$ cat src/rtl/router_pkg.sv
// Shared constants for the 1x3 router.
// Holds the default datapath sizes, the header field slices
// ({len[7:2], addr[1:0]}), the packet counter width and the output port
// addresses.
package router_pkg;

  localparam int DATA_W    = 8;
  localparam int DEPTH     = 16;
  localparam int ADDR_W    = 4;

  // Header byte layout
  localparam int LEN_MSB   = 7;
  localparam int LEN_LSB   = 2;
  localparam int ADDR_MSB  = 1;
  localparam int ADDR_LSB  = 0;

  // Wide enough to hold the largest length plus one for the parity byte
  localparam int PKT_CNT_W = 7;

  localparam logic [1:0] ADDR_P0 = 2'b00;
  localparam logic [1:0] ADDR_P1 = 2'b01;
  localparam logic [1:0] ADDR_P2 = 2'b10;

endpackage

$ cat src/rtl/router_fifo.sv
// Per-destination packet FIFO of the 1x3 router (one instance per port).
// Each stored word carries an lfd tag marking a header byte. On read, the
// header's length loads a packet counter so that data_out drops back to 0
// once the last byte (the parity) of a packet has been consumed.
// Ports:
//   clk, resetn     rising-edge clock, synchronous active-low reset
//   soft_reset      synchronous flush (synchronizer timeout)
//   write_enb       write request; lfd_state tags data_in as a header
//   read_enb        read request from the destination client
//   data_out        registered read data, valid one clock after the read
//   full, empty     combinational status from the pointers
module router_fifo #(
  parameter int DATA_W = router_pkg::DATA_W,
  parameter int DEPTH  = router_pkg::DEPTH,
  parameter int ADDR_W = router_pkg::ADDR_W
) (
  input  logic              clk,
  input  logic              resetn,
  input  logic              soft_reset,
  input  logic              write_enb,
  input  logic              read_enb,
  input  logic              lfd_state,
  input  logic [DATA_W-1:0] data_in,
  output logic [DATA_W-1:0] data_out,
  output logic              full,
  output logic              empty
);
  import router_pkg::*;

  // Extra MSB on each pointer separates full from empty after a wrap
  logic [ADDR_W:0]        wr_ptr_q, wr_ptr_d;
  logic [ADDR_W:0]        rd_ptr_q, rd_ptr_d;
  logic [PKT_CNT_W-1:0]   pkt_cnt_q, pkt_cnt_d;
  logic [DATA_W-1:0]      data_out_q, data_out_d;
  logic [DATA_W:0]        mem_q [DEPTH];
  logic [DATA_W:0]        rd_word;
  logic                   do_wr, do_rd;

  assign empty = (wr_ptr_q == rd_ptr_q);
  assign full  = (wr_ptr_q[ADDR_W] != rd_ptr_q[ADDR_W]) &&
                 (wr_ptr_q[ADDR_W-1:0] == rd_ptr_q[ADDR_W-1:0]);

  assign rd_word  = mem_q[rd_ptr_q[ADDR_W-1:0]];
  assign data_out = data_out_q;

  always_comb begin
    wr_ptr_d   = wr_ptr_q;
    rd_ptr_d   = rd_ptr_q;
    pkt_cnt_d  = pkt_cnt_q;
    data_out_d = data_out_q;
    // Flush and reset take precedence in the register block; gating here
    // also keeps the memory from being written during either.
    do_wr = resetn && !soft_reset && write_enb && !full;
    do_rd = resetn && !soft_reset && read_enb  && !empty;

    if (do_wr) wr_ptr_d = wr_ptr_q + 1'b1;

    if (do_rd) begin
      rd_ptr_d   = rd_ptr_q + 1'b1;
      data_out_d = rd_word[DATA_W-1:0];
      if (rd_word[DATA_W])
        // Payload bytes plus the trailing parity byte
        pkt_cnt_d = PKT_CNT_W'(rd_word[LEN_MSB:LEN_LSB]) + PKT_CNT_W'(1);
      else if (pkt_cnt_q != '0)
        pkt_cnt_d = pkt_cnt_q - 1'b1;
    end else if (pkt_cnt_q == '0) begin
      // Packet fully delivered: return the bus to idle
      data_out_d = '0;
    end
  end

  always_ff @(posedge clk) begin
    if (!resetn) begin
      wr_ptr_q   <= '0;
      rd_ptr_q   <= '0;
      pkt_cnt_q  <= '0;
      data_out_q <= '0;
    end else if (soft_reset) begin
      wr_ptr_q   <= '0;
      rd_ptr_q   <= '0;
      pkt_cnt_q  <= '0;
      data_out_q <= '0;
    end else begin
      wr_ptr_q   <= wr_ptr_d;
      rd_ptr_q   <= rd_ptr_d;
      pkt_cnt_q  <= pkt_cnt_d;
      data_out_q <= data_out_d;
    end
  end

  // Storage is deliberately not cleared by either reset
  always_ff @(posedge clk) begin
    if (do_wr) mem_q[wr_ptr_q[ADDR_W-1:0]] <= {lfd_state, data_in};
  end

endmodule

$ cat config.mk
export PLATFORM = sky130hd
export DESIGN_NAME = router_fifo
export DESIGN_NICKNAME = d
export VERILOG_FILES = /design/src/rtl/router_pkg.sv /design/src/rtl/router_fifo.sv
export SDC_FILE = /design/constraint.sdc
export NUM_CORES = 1
export LEC_CHECK = 0
export ABC_AREA = 1
export BUFFER_PORTS_ARGS = -buffer_cell sky130_fd_sc_hd__buf_2
export CAP_MARGIN = 15
export CORE_UTILIZATION = 45
export DETAILED_ROUTE_END_ITERATION = 8
export PLACE_DENSITY = 0.7
export SKIP_CTS_REPAIR_TIMING = 1
export SLEW_MARGIN = 20
export SYNTH_ARGS = -nofsm -noshare
export SYNTH_HDL_FRONTEND = slang
export SYNTH_SLANG_ARGS = --single-unit
$ cat constraint.sdc
create_clock -name clk -period 3.45 [get_ports clk]
set_input_delay 0 -clock clk [delete_from_list [all_inputs] [get_ports clk]]
set_output_delay 0 -clock clk [all_outputs]
set_load 0.05 [all_outputs]
## Word level (Yosys, flattened, before mapping)

Memory sizes are Yosys's and may differ from the RTL's. A register that Yosys moved wholly into a read port is not among the register bits.
Index checks and enable logic that the tools add are counted.

| operators by class | value |
|---|---|
| eq/ne operators | 3 |
| bitwise logic cells | 1 |
| reductions and logical operators | 15 |
| divide/modulo/power cells | 0 |
| mux-type cells | 8 |
| magnitude comparators | 0 |
| add/sub/neg operators | 4 |
| shift operators | 0 |
| $mul | 0 |

Operators by type and width:

| operator | number |
|---|---|
| $mux 8 | 2 |
| $mux 7 | 2 |
| $add 5x1->5 const B | 2 |
| $mux 4 | 2 |
| $add 6x1->7 const B | 1 |
| $logic_not 7->1 | 1 |
| $reduce_bool 7->1 | 1 |
| $sub 7x1->7 const B | 1 |
| $logic_and 1x1->1 | 6 |
| $eq 5x5->1 | 1 |
| $eq 4x4->1 | 1 |
| $reduce_bool 2->1 | 2 |
| $logic_not 1->1 | 3 |
| $mux 1 | 2 |
| $reduce_and 2->1 | 1 |
| $reduce_or 2->1 | 1 |
| $ne 1x1->1 | 1 |
| $not 1->1 | 1 |

| word-level totals | value |
|---|---|
| output and inout bits | 10 |
| memories kept | 1 |
| register bits | 25 |
| latch bits | 0 |
| ROM bits | 0 |
| RAM bits | 144 |

Memory list:

| memory | depth | bits a word | rd ports | clocked after Yosys merged registers in | wr ports | line | source |
|---|---|---|---|---|---|---|---|
| mem_q | 16 | 9 | 1 | 1 | 1 | router_fifo.sv:35 | `logic [DATA_W:0] mem_q [DEPTH];` |

## Depth between registers and ports, before layout

Gate-level depths: netlist (run 1).

| depth | value |
|---|---|
| depth after elaboration | 6 |
| mapped depth | 16 |
| depth with buffers taken out | 13 |

## Least setup slack after synthesis (run 1)

Ideal clock, no wire load.

| path | value |
|---|---|
| path type | register -> register |
| start point | register wr_ptr_q[2] |
| end point | memory mem_q[11][0] in the netlist's numbering, enable pin |
| arrival | 1.604 ns |
| clock period less this slack | 1.978 ns |
| slack | 1.472 ns |
| path buffers | 1 |
| data required time | 3.076 ns |
| cell stages (with the launch flop) | 12 |
| cells stage by stage | dfxtp_1 > buf_2 > xor2_1 > nor2_1 > nand2_1 > or2_1 > nand2_2 > inv_2 > nand2_2 > inv_2 > nand3_1 > nor2_1 |

| on the way | value |
|---|---|
| longest elaborated chain between the ends | 6 |

RTL lines:

| element | line | source |
|---|---|---|
| from (decl) | router_fifo.sv:31 | `logic [ADDR_W:0] wr_ptr_q, wr_ptr_d;` |
| from (signal assigned) | router_fifo.sv:84 | `wr_ptr_q <= wr_ptr_d;` |
| $eq 4x4->1 | router_fifo.sv:41 | `(wr_ptr_q[ADDR_W-1:0] == rd_ptr_q[ADDR_W-1:0]);` |
| $logic_and 1x1->1 | router_fifo.sv:40 | `assign full = (wr_ptr_q[ADDR_W] != rd_ptr_q[ADDR_W]) &&` |
| $logic_not 1->1 | router_fifo.sv:53 | `do_wr = resetn && !soft_reset && write_enb && !full;` |
| $logic_and 1x1->1 | router_fifo.sv:53 |  |
| $mux 1 | router_fifo.sv:93 | `if (do_wr) mem_q[wr_ptr_q[ADDR_W-1:0]] <= {lfd_state, data_in};` |
| $mux 1 (implied by the code) | router_fifo.sv:93 |  |
| to (decl) | router_fifo.sv:35 |  |

Parallel ways exist; a longest one is shown, timed or not.

## Worst setup path in the final report (run 1)

| path | value |
|---|---|
| start point | register wr_ptr_q[2] |
| end point | memory mem_q[0][3] in the netlist's numbering, enable pin |

Same word-level chain as after synthesis.

==> run_results.csv, run 1 <==
group,metric,value,unit
global_routing,gr-usage-all-layers,20.3,%
logic_synthesis,yosysWarnings,0,
timing,maxSlewHeadroom,42.2,%
logic_synthesis,synth_seq_area_share,65.1,%
critical_path,criticalPathCategory,"register to register",
placement,placed_area,0.00773,mm²
logic_synthesis,post_synth_num_cell_types,35,
floorplanning,start_util,46.7,%
detailed_routing,drc_errors,0,
detailed_routing,wl_per_cell,17.0,µm
timing,maxSlewViolCount,0,
critical_path,crit_path_start_kind,"register",
floorplanning,die-height,131,µm
timing,rsz0062_at_grt,"false",
status,violations,"negative hold slack",
detailed_routing,wl_met2,8.05,mm
global_routing,grt_pass1_wl,26.3,mm
detailed_routing,drtAntennaViolNets,0,
logic_synthesis,yosysMostFrequentCell,"nand2_1",
clock_network,cts_buffers,17,
timing,setup_viol,0,
cells_and_area,nets,772,
critical_path,crit_path_max_fanout,9,
critical_path,cp.arrival,2.46,ns
cells_and_area,design_area,0.00831,mm²
global_routing,grt_pass1_vias,4894,
logic_synthesis,async_flop_share,0,%
timing,period_needed,2.41,ns
min_path,min_from,"data_in[1]",
placement,gp_congestion,0.851,
power,p_leak,3.25,nW
logic_synthesis,synth.avg_cell_area,10.3,µm²
floorplanning,core,0.0161,mm²
cells_and_area,drive_above_1_share,9.95,%
detailed_routing,viasPerCell,5.24,
logic_synthesis,synth_top_area_share,57.4,%
global_routing,grt_antenna_before_repair,0,
timing,max_freq,414,MHz
floorplanning,die-area,0.0173,mm²
clock_network,cts_root_buf,"clkbuf_16",
timing,fin_crit_sh,69.9,%
clock_network,clock_sinks,173,
floorplanning,ios,24,
critical_path,worst_path_dominant_cell_family,"simple AND/OR/NAND/NOR gates",
logic_synthesis,synth_flop_cell,"edfxtp_1",
detailed_routing,vias,5136,
timing,skew,0.00660,ns
critical_path,max_stage_delay,0.66,ns
clock_network,clk_pin_slew,0.06,ns
logic_synthesis,synth_edf_count,144,
power,power,4.26,mW
logic_synthesis,synth-seq-cells,173,
placement,numPortBuffers,23,
power,p_per_area,512,mW/mm²
critical_path,cp_data_required_time,3.50,ns
status,run_status,"finished with violations",
detailed_routing,route.met3.wl,1.01,mm
critical_path,r2r_start,"wr_ptr_q[2]",
critical_path,crit_chain,"xor2_1 -> nor2_1 -> nand2_1 -> or2_1 -> nand2_2 -> inv_2 -> nand2_2 -> inv_2 -> nand2_1 -> nor2_1",
critical_path,crit_path_start,"wr_ptr_q[2]",
floorplanning,row_count,46,
critical_path,endpoint_kind,"register",
power,ir_drop,388,µV
clock_network,cts_tree,"done",
detailed_routing,top_layer,"met4",
global_routing,grt_max_degree,77,
clock_network,cts_htree_levels,4,
global_routing,overflow,0,
critical_path,slowest_stage,"nor2_1",
cells_and_area,n_fill_cell,1448,
timing,hold_viol,12,
logic_synthesis,synthTopCellsByCount,"nand2_1 (197), edfxtp_1 (144), nand3_1 (93)",
detailed_routing,drt_wl_total,16.7,mm
cells_and_area,area_growth,10.4,%
timing,tns,0,ns
critical_path,path_buf_inv,2,
min_path,min_path_type,"primary input to register",
placement,hpwl,10.7,mm
detailed_routing,drtIter0Drc,577,
logic_synthesis,synth_area_leader_cell,"edfxtp_1",
logic_synthesis,syn-cell-area,0.00753,mm²
detailed_routing,drt_first_pass_iters,5,
timing,max_slew.worst_pin.slew,0.864,ns
clock_network,clk_latency,0.43,ns
logic_synthesis,synthTopCellsByArea,"edfxtp_1 (57%), nand2_1 (9.8%), dfxtp_1 (7.7%), nand3_1 (6.2%), inv_1 (3.2%)",
detailed_routing,m1WireLength,7.23,mm
logic_synthesis,synth.net_count,754,
floorplanning,die_w,131,µm
cells_and_area,register_area,0.00491,mm²
run,cap_viol_max_count,0,
clock_network,cts_buffer_depth,2,
logic_synthesis,synthCells,733,
timing,fin_hold_ws,-0.00353,ns
cells_and_area,multi_input_area,0.00211,mm²
cells_and_area,n_antenna_cell,0,
## flip-flops by register name, indices dropped and copies added (netlist names), named ones only
signal / flops
rd_ptr_q: 5
data_out: 8
pkt_cnt_q: 7
wr_ptr_q: 5
mem_q: 144
## path summary, 6_finish.rpt
path                            depth (start not counted)     endpoint  slack, ns
worst max-delay path                                   10  mem_q[0][3]       1.04
worst min-delay path                                    1  mem_q[8][1]     -0.004
worst max register to register                         10  mem_q[0][3]       1.04
worst min register to register                          2  data_out[1]       0.46
## cell type report
cell class                 instances  area share, %
multi-input combinational        455           25.4
sequential                       173           59.0
tap                              216           3.25
timing repair buffer              31           2.32
inverter                          73           3.33
clock inverter                    13           1.51
clock buffer                      19           5.21
## stage by stage
stage	setup slack [ns]	hold WS (ns)	std cells	util, %
2_1_floorplan	1.47	0.0989	733	-
4_1_cts	1.03	-0.0758	978	51.5
3_5_place_dp	1.04	0.369	946	48.0
6_report	1.04	-0.00353	980	51.6
5_1_grt	0.802	0.00107	980	51.6
3_3_place_gp	1.09	0.371	946	48.0
## cells in the final DEF (no fill, tap or decap), types with 2 or more instances in the layout
master         synthesis  final
clkinvlp_4             0      4
nand2_1              197    197
clkbuf_1               3      2
a32o_1                 3      3
ha_1                   7      7
clkinv_2               0      3
a22oi_1                3      3
nand3_1               93     93
inv_2                  5      5
nor2_1                62     62
xnor2_1                2      2
clkinv_1               2      5
bufinv_16              0      2
or2_1                  3      3
nor2_2                 3      3
a21oi_1               27     27
nand2_2                8      8
o211ai_1               2      2
dlygate4sd3_1          0      2
clkbuf_16              0     17
edfxtp_1             144    144
o21ai_1                9      9
buf_2                  9     23
o21ai_0               17     17
xor2_1                 7      7
or2_2                  2      2
nor3b_1                2      2
nor3_1                 2      2
inv_1                 65     65
dfxtp_1               29     28
buf_4                  9      5
## logic make-up after synthesis
| family | after synthesis | share of synthesized area, % |
|---|---|---|
| AO/OA/AOI/OAI | 66 | 4.95 |
| XOR/XNOR | 9 | 1.05 |
| adder cells (fa/ha/maj) | 7 | 1.16 |
| buffers and inverters | 105 | 6.86 |
| flip-flops | 173 | 65.1 |
| AND/OR/NAND/NOR | 373 | 20.8 |
## where the power goes
group | switching, mW | internal, mW
clock network | 0.765 | 1.05
logic | 0.124 | 0.0413
registers | 0.00500 | 2.27
## layer usage
layer	vias to the layer above	global-route usage (%)
li1	2485	-
met1	2444	26.5
met2	179	33.0
met3	28	4.36
met4	0	8.20
met5	-	0
Power figures use the tool's default switching activity.
==> run 2: changes to the inputs <==
Clock period 3.45 ns to 2.4 ns, I/O delays scaled along.
==> run 2 against run 1 <==
Against the previous run:
- the run now ends clean
- cell count up 3.3%
- wire length fell by 0.79%
- register-to-register slack lost 0.80 ns
- non-clock buffer count increased by 32
- critical endpoint is now mem_q[15][8]
==> run_results.csv, run 2 (synthesis gave the netlist of run 1 again) <==
group,metric,value,unit
clock_network,clock_sinks,173,
cells_and_area,final_cell_mix,"nand2_1 (197), edfxtp_1 (144), nand3_1 (93)",
clock_network,cts_buffer_depth,2,
power,p_switching,1.31,mW
power,p_leak,3.46,nW
floorplanning,die_w,131,µm
status,run_status,"finished, final reports clean",
detailed_routing,drt_first_pass_iters,5,
detailed_routing,drtAntennaViolNets,0,
global_routing,grt_pass1_vias,4939,
critical_path,endpoint_kind,"register",
power,pwr-share-seq,51.2,%
clock_network,cts_buffers,17,
cells_and_area,largest_reg_flops,144,
detailed_routing,drt_wl_total,16.5,mm
global_routing,grt_max_degree,77,
detailed_routing,wl_per_cell,16.3,µm
timing,rsz0062_at_grt,"false",
floorplanning,ios,24,
cells_and_area,n_fill_cell,1448,
cells_and_area,area_growth,15.1,%
critical_path,crit_path_start_kind,"register",
global_routing,gr-usage-all-layers,20.1,%
min_path,min_path_type,"primary input to register",
timing,max_slew.worst_pin.slew,0.904,ns
timing,setup_viol,0,
timing,fin_crit_sh,90.0,%
floorplanning,row_count,46,
global_routing,grt_pass1_wl,26.2,mm
cells_and_area,n_antenna_cell,0,
floorplanning,core,0.0161,mm²
timing,tns,0,ns
timing,maxSlewViolCount,0,
power,ir_drop,530,µV
floorplanning,start_util,46.7,%
critical_path,crit_path_max_fanout,9,
global_routing,overflow,0,
critical_path,criticalPathCategory,"register to register",
power,comb_power_share,3.8,%
placement,hpwl,10.3,mm
cells_and_area,design_area,0.00866,mm²
timing,skew,0.00828,ns
cells_and_area,drive_above_1_share,12.9,%
clock_network,cts_tree,"done",
clock_network,clk_pin_slew,0.06,ns
cells_and_area,fin_util,53.8,%
global_routing,grt_antenna_before_repair,0,
detailed_routing,viasPerCell,5.09,
timing,max_freq,463,MHz
timing,hold_viol,0,
timing,period_needed,2.16,ns
placement,gp_congestion,0.841,
cells_and_area,final_common_cell,"nand2_1",
detailed_routing,drc_errors,0,
detailed_routing,drtIter0Drc,411,
critical_path,cp.arrival,2.21,ns
floorplanning,die-area,0.0173,mm²
power,sw_frac_of_total,20.6,%
power,power,6.38,mW
clock_network,cts_root_buf,"clkbuf_16",
power,p_per_area,737,mW/mm²
critical_path,rrSetupSlack,0.24,ns
timing,maxSlewHeadroom,39.5,%
critical_path,cp_data_required_time,2.45,ns
power,internal_power,5.07,mW
cells_and_area,nets,804,
run,cap_viol_max_count,0,
power,pwr-share-clk,45.0,%
detailed_routing,vias,5147,
clock_network,cts_htree_levels,4,
placement,numPortBuffers,23,
floorplanning,die-height,131,µm
clock_network,clk_latency,0.43,ns
placement,placed_area,0.00793,mm²
## run 2: cell types whose count changed in the layout (fill, tap and decap cells not counted), sizes merged
cell         before  now
clkinvlp          4    3
bufinv            2    4
dlygate4sd3       2   11
buf              29   52
inv              71   72
clkbuf           19   17
## run 2: path summary, 6_finish.rpt
path | from | end | depth (start not counted)
worst max register to register | wr_ptr_q[1] | mem_q[15][8] | 8
worst max-delay path | wr_ptr_q[1] | mem_q[15][8] | 8
worst min register to register | data_out[1] | data_out[1] | 2
worst min-delay path | resetn | pkt_cnt_q[0] | 5
## run 2: power by group through the flow
stage	sequential [mW]	clock [mW]	combinational, mW
2_1_floorplan	3.34	0	0.139
3_3_place_gp	3.33	0	0.229
3_5_place_dp	3.33	0	0.231
4_1_cts	3.27	2.91	0.232
5_1_grt	3.27	3.02	0.272
6_report	3.27	2.87	0.245
## run 2: layout make-up
| class | instances | area [µm²] | share of cell area (%) |
|---|---|---|---|
| sequential | 173 | 4910 | 56.6 |
| inverter | 73 | 277 | 3.19 |
| multi-input combinational | 455 | 2110 | 24.3 |
| clock buffer | 17 | 425 | 4.91 |
| tap | 216 | 270 | 3.12 |
| timing repair buffer | 63 | 480 | 5.55 |
| clock inverter | 15 | 196 | 2.27 |
## run 2: worst max-delay path, stage by stage (launching register included)
cell,delay (ns)
dfxtp_1,0.42
xor2_1,0.17
nor2_1,0.08
nand2_1,0.06
or2_1,0.12
nand2_2,0.10
inv_2,0.06
nand2_2,0.06
nor2_1,0.71
## run 2: metrics by stage
stage	setup WS, ns	hold slack, ns	std cells
3_3_place_gp	0.313	0.355	969
5_1_grt	0.0660	0.0102	1012
2_1_floorplan	0.422	0.0989	733
3_5_place_dp	0.263	0.352	969
4_1_cts	0.248	-0.101	1001
6_report	0.241	0.00487	1012
## run 2: layer usage
metal / track usage (%) / up-vias / wire length [µm]
li1: - / 2548 / -
met1: 26.4 / 2439 / 7290
met2: 32.9 / 131 / 7970
met3: 3.63 / 29 / 885
met4: 8.40 / 0 / 371
met5: 0 / - / 0
==> run 3: changes to the inputs <==
Settings changed: CORE_ASPECT_RATIO set to 2, MAX_ROUTING_LAYER set to met4.
==> run 3 against run 2 <==
Against the previous run:
- the run now ends with negative hold slack left
- clock skew increased by 0.0013 ns
- cell count decreased by 0.40%
- setup slack improved by 0.025 ns
- critical path depth increased by 3
- maximum frequency increased by 1.2%
- hold slack got worse by 0.018 ns
- wire length increased by 5.8%
- via count increased by 3.3%
- clock power decreased by 3%
- sequential share of layout area decreased by 0.15 points
- register-to-register slack improved by 0.02 ns
- critical endpoint is now mem_q[10][0]
==> run_results.csv, run 3 (synthesis gave the netlist of run 1 again) <==
group,metric,value,unit
clock_network,cts_buffers,17,
critical_path,endpoint_kind,"register",
detailed_routing,drt_wl_total,17.5,mm
timing,hold_viol,4,
placement,placed_area,0.00798,mm²
clock_network,clk_pin_slew,0.07,ns
power,p_switching,1.39,mW
critical_path,crit_chain,"xor2_1 -> nor2_1 -> nand2_1 -> or2_1 -> nand2_2 -> inv_2 -> nand2_2 -> inv_2 -> nand2_1 -> nor2_1 -> buf_4",
timing,skew,0.00953,ns
timing,period_needed,2.13,ns
cells_and_area,largest_reg_flops,144,
global_routing,grt_pass1_wl,26.8,mm
critical_path,crit_path_max_fanout,6,
timing,fin_ws,0.266,ns
power,power,6.29,mW
clock_network,cts_root_buf,"clkbuf_16",
timing,fin_hold_ws,-0.0136,ns
power,p_leak,3.49,nW
clock_network,cts_htree_levels,4,
timing,maxSlewViolCount,0,
global_routing,grt_max_degree,48,
timing,rsz0062_at_grt,"false",
run,cap_viol_max_count,0,
cells_and_area,n_fill_cell,1446,
detailed_routing,drt_first_pass_iters,5,
critical_path,criticalPathCategory,"register to register",
clock_network,cts_tree,"done",
timing,max_freq,469,MHz
power,sw_frac_of_total,22.1,%
power,ir_drop,566,µV
timing,max_slew.worst_pin.slew,0.831,ns
placement,place_ws,0.321,ns
power,pwr-share-clk,44.1,%
global_routing,gr-usage-all-layers,22.1,%
floorplanning,row_count,66,
cells_and_area,final_common_cell,"nand2_1",
power,comb_power_share,4.0,%
power,internal_power,4.90,mW
global_routing,grt_pass1_vias,5209,
cells_and_area,nets,812,
cells_and_area,design_area,0.00869,mm²
critical_path,r2r_start,"wr_ptr_q[3]",
critical_path,rrSetupSlack,0.27,ns
clock_network,clock_sinks,173,
detailed_routing,drtIter0Drc,381,
cells_and_area,area_growth,15.4,%
clock_network,cts_buffer_depth,2,
floorplanning,die_w,93.5,µm
timing,fin_crit_sh,88.9,%
floorplanning,ios,24,
detailed_routing,vias,5316,
critical_path,max_stage_delay,0.43,ns
placement,gp_congestion,0.880,
status,run_status,"finished with violations",
clock_network,clk_latency,0.43,ns
global_routing,overflow,0,
critical_path,slowest_stage,"dfxtp_1",
critical_path,cp_data_required_time,2.53,ns
placement,hpwl,11.8,mm
critical_path,crit_path_start,"wr_ptr_q[3]",
global_routing,grt_antenna_before_repair,0,
floorplanning,die-height,185,µm
power,pwr-share-seq,51.9,%
floorplanning,die-area,0.0173,mm²
critical_path,cp.arrival,2.27,ns
timing,setup_viol,0,
status,violations,"negative hold slack",
timing,tns,0,ns
floorplanning,start_util,46.1,%
detailed_routing,drtAntennaViolNets,0,
power,p_per_area,725,mW/mm²
detailed_routing,viasPerCell,5.27,
timing,maxSlewHeadroom,44.4,%
min_path,min_path_type,"primary input to register",
critical_path,crit_path_start_kind,"register",
cells_and_area,drive_above_1_share,14.1,%
min_path,min_from,"resetn",
cells_and_area,n_antenna_cell,0,
cells_and_area,final_cell_mix,"nand2_1 (197), edfxtp_1 (144), nand3_1 (93)",
placement,numPortBuffers,23,
detailed_routing,drc_errors,0,
floorplanning,core,0.0164,mm²
detailed_routing,wl_per_cell,17.3,µm
[run 3: changes by cell type in the layout (fill, tap and decap cells not counted), sizes merged]
cell	before	now
buf	52	61
inv	72	78
clkinv	9	4
bufinv	4	2
clkinvlp	3	4
dlygate4sd3	11	10
[run 3: power by group through the flow]
| stage | Clock, mW | Sequential [mW] | Combinational [mW] |
|---|---|---|---|
| after floorplan | 0 | 3.34 | 0.139 |
| after global placement | 0 | 3.33 | 0.237 |
| after detailed placement | 0 | 3.33 | 0.240 |
| after CTS | 2.80 | 3.26 | 0.242 |
| after global routing | 2.93 | 3.26 | 0.279 |
| final | 2.78 | 3.26 | 0.254 |
[run 3: cell type report]
| class | instances | area (µm²) | share of cell area (%) |
|---|---|---|---|
| inverters | 73 | 277 | 3.18 |
| multi-input cells | 455 | 2110 | 24.3 |
| repair buffers | 71 | 538 | 6.19 |
| well taps | 204 | 255 | 2.94 |
| flip-flops and latches | 173 | 4910 | 56.5 |
| clock inverters | 15 | 176 | 2.03 |
| clock buffers | 17 | 425 | 4.90 |
[run 3: worst paths after layout]
check / to / cells past startpoint
max reg2reg: mem_q[10][0] / 11
min: pkt_cnt_q[4] / 5
max: mem_q[10][0] / 11
min reg2reg: data_out[1] / 2
[run 3: layer usage]
metal | vias to the layer above | GRT usage (%) | part of all wire, %
met1 | 2521 | 21.4 | 35
met2 | 172 | 40.3 | 56
met4 | 0 | 13.7 | 5.5
met5 | - | - | 0
met3 | 58 | 3.49 | 3.9
li1 | 2565 | - | -
[run 3: worst max-delay path, delay by kind of cell, from the launching register on]
family / cells / cell delay (ns)
buffers and inverters: 3 / 0.42
AND/OR/NAND/NOR: 7 / 0.82
XOR/XNOR: 1 / 0.18
flip-flops: 1 / 0.43
[run 3: through the flow]
| step | util (%) | std cells |
|---|---|---|
| floorplan | - | 733 |
| global placement | 48.8 | 966 |
| detailed placement | 48.8 | 966 |
| CTS | 52.5 | 998 |
| global route | 53.1 | 1008 |
| finish | 53.1 | 1008 |
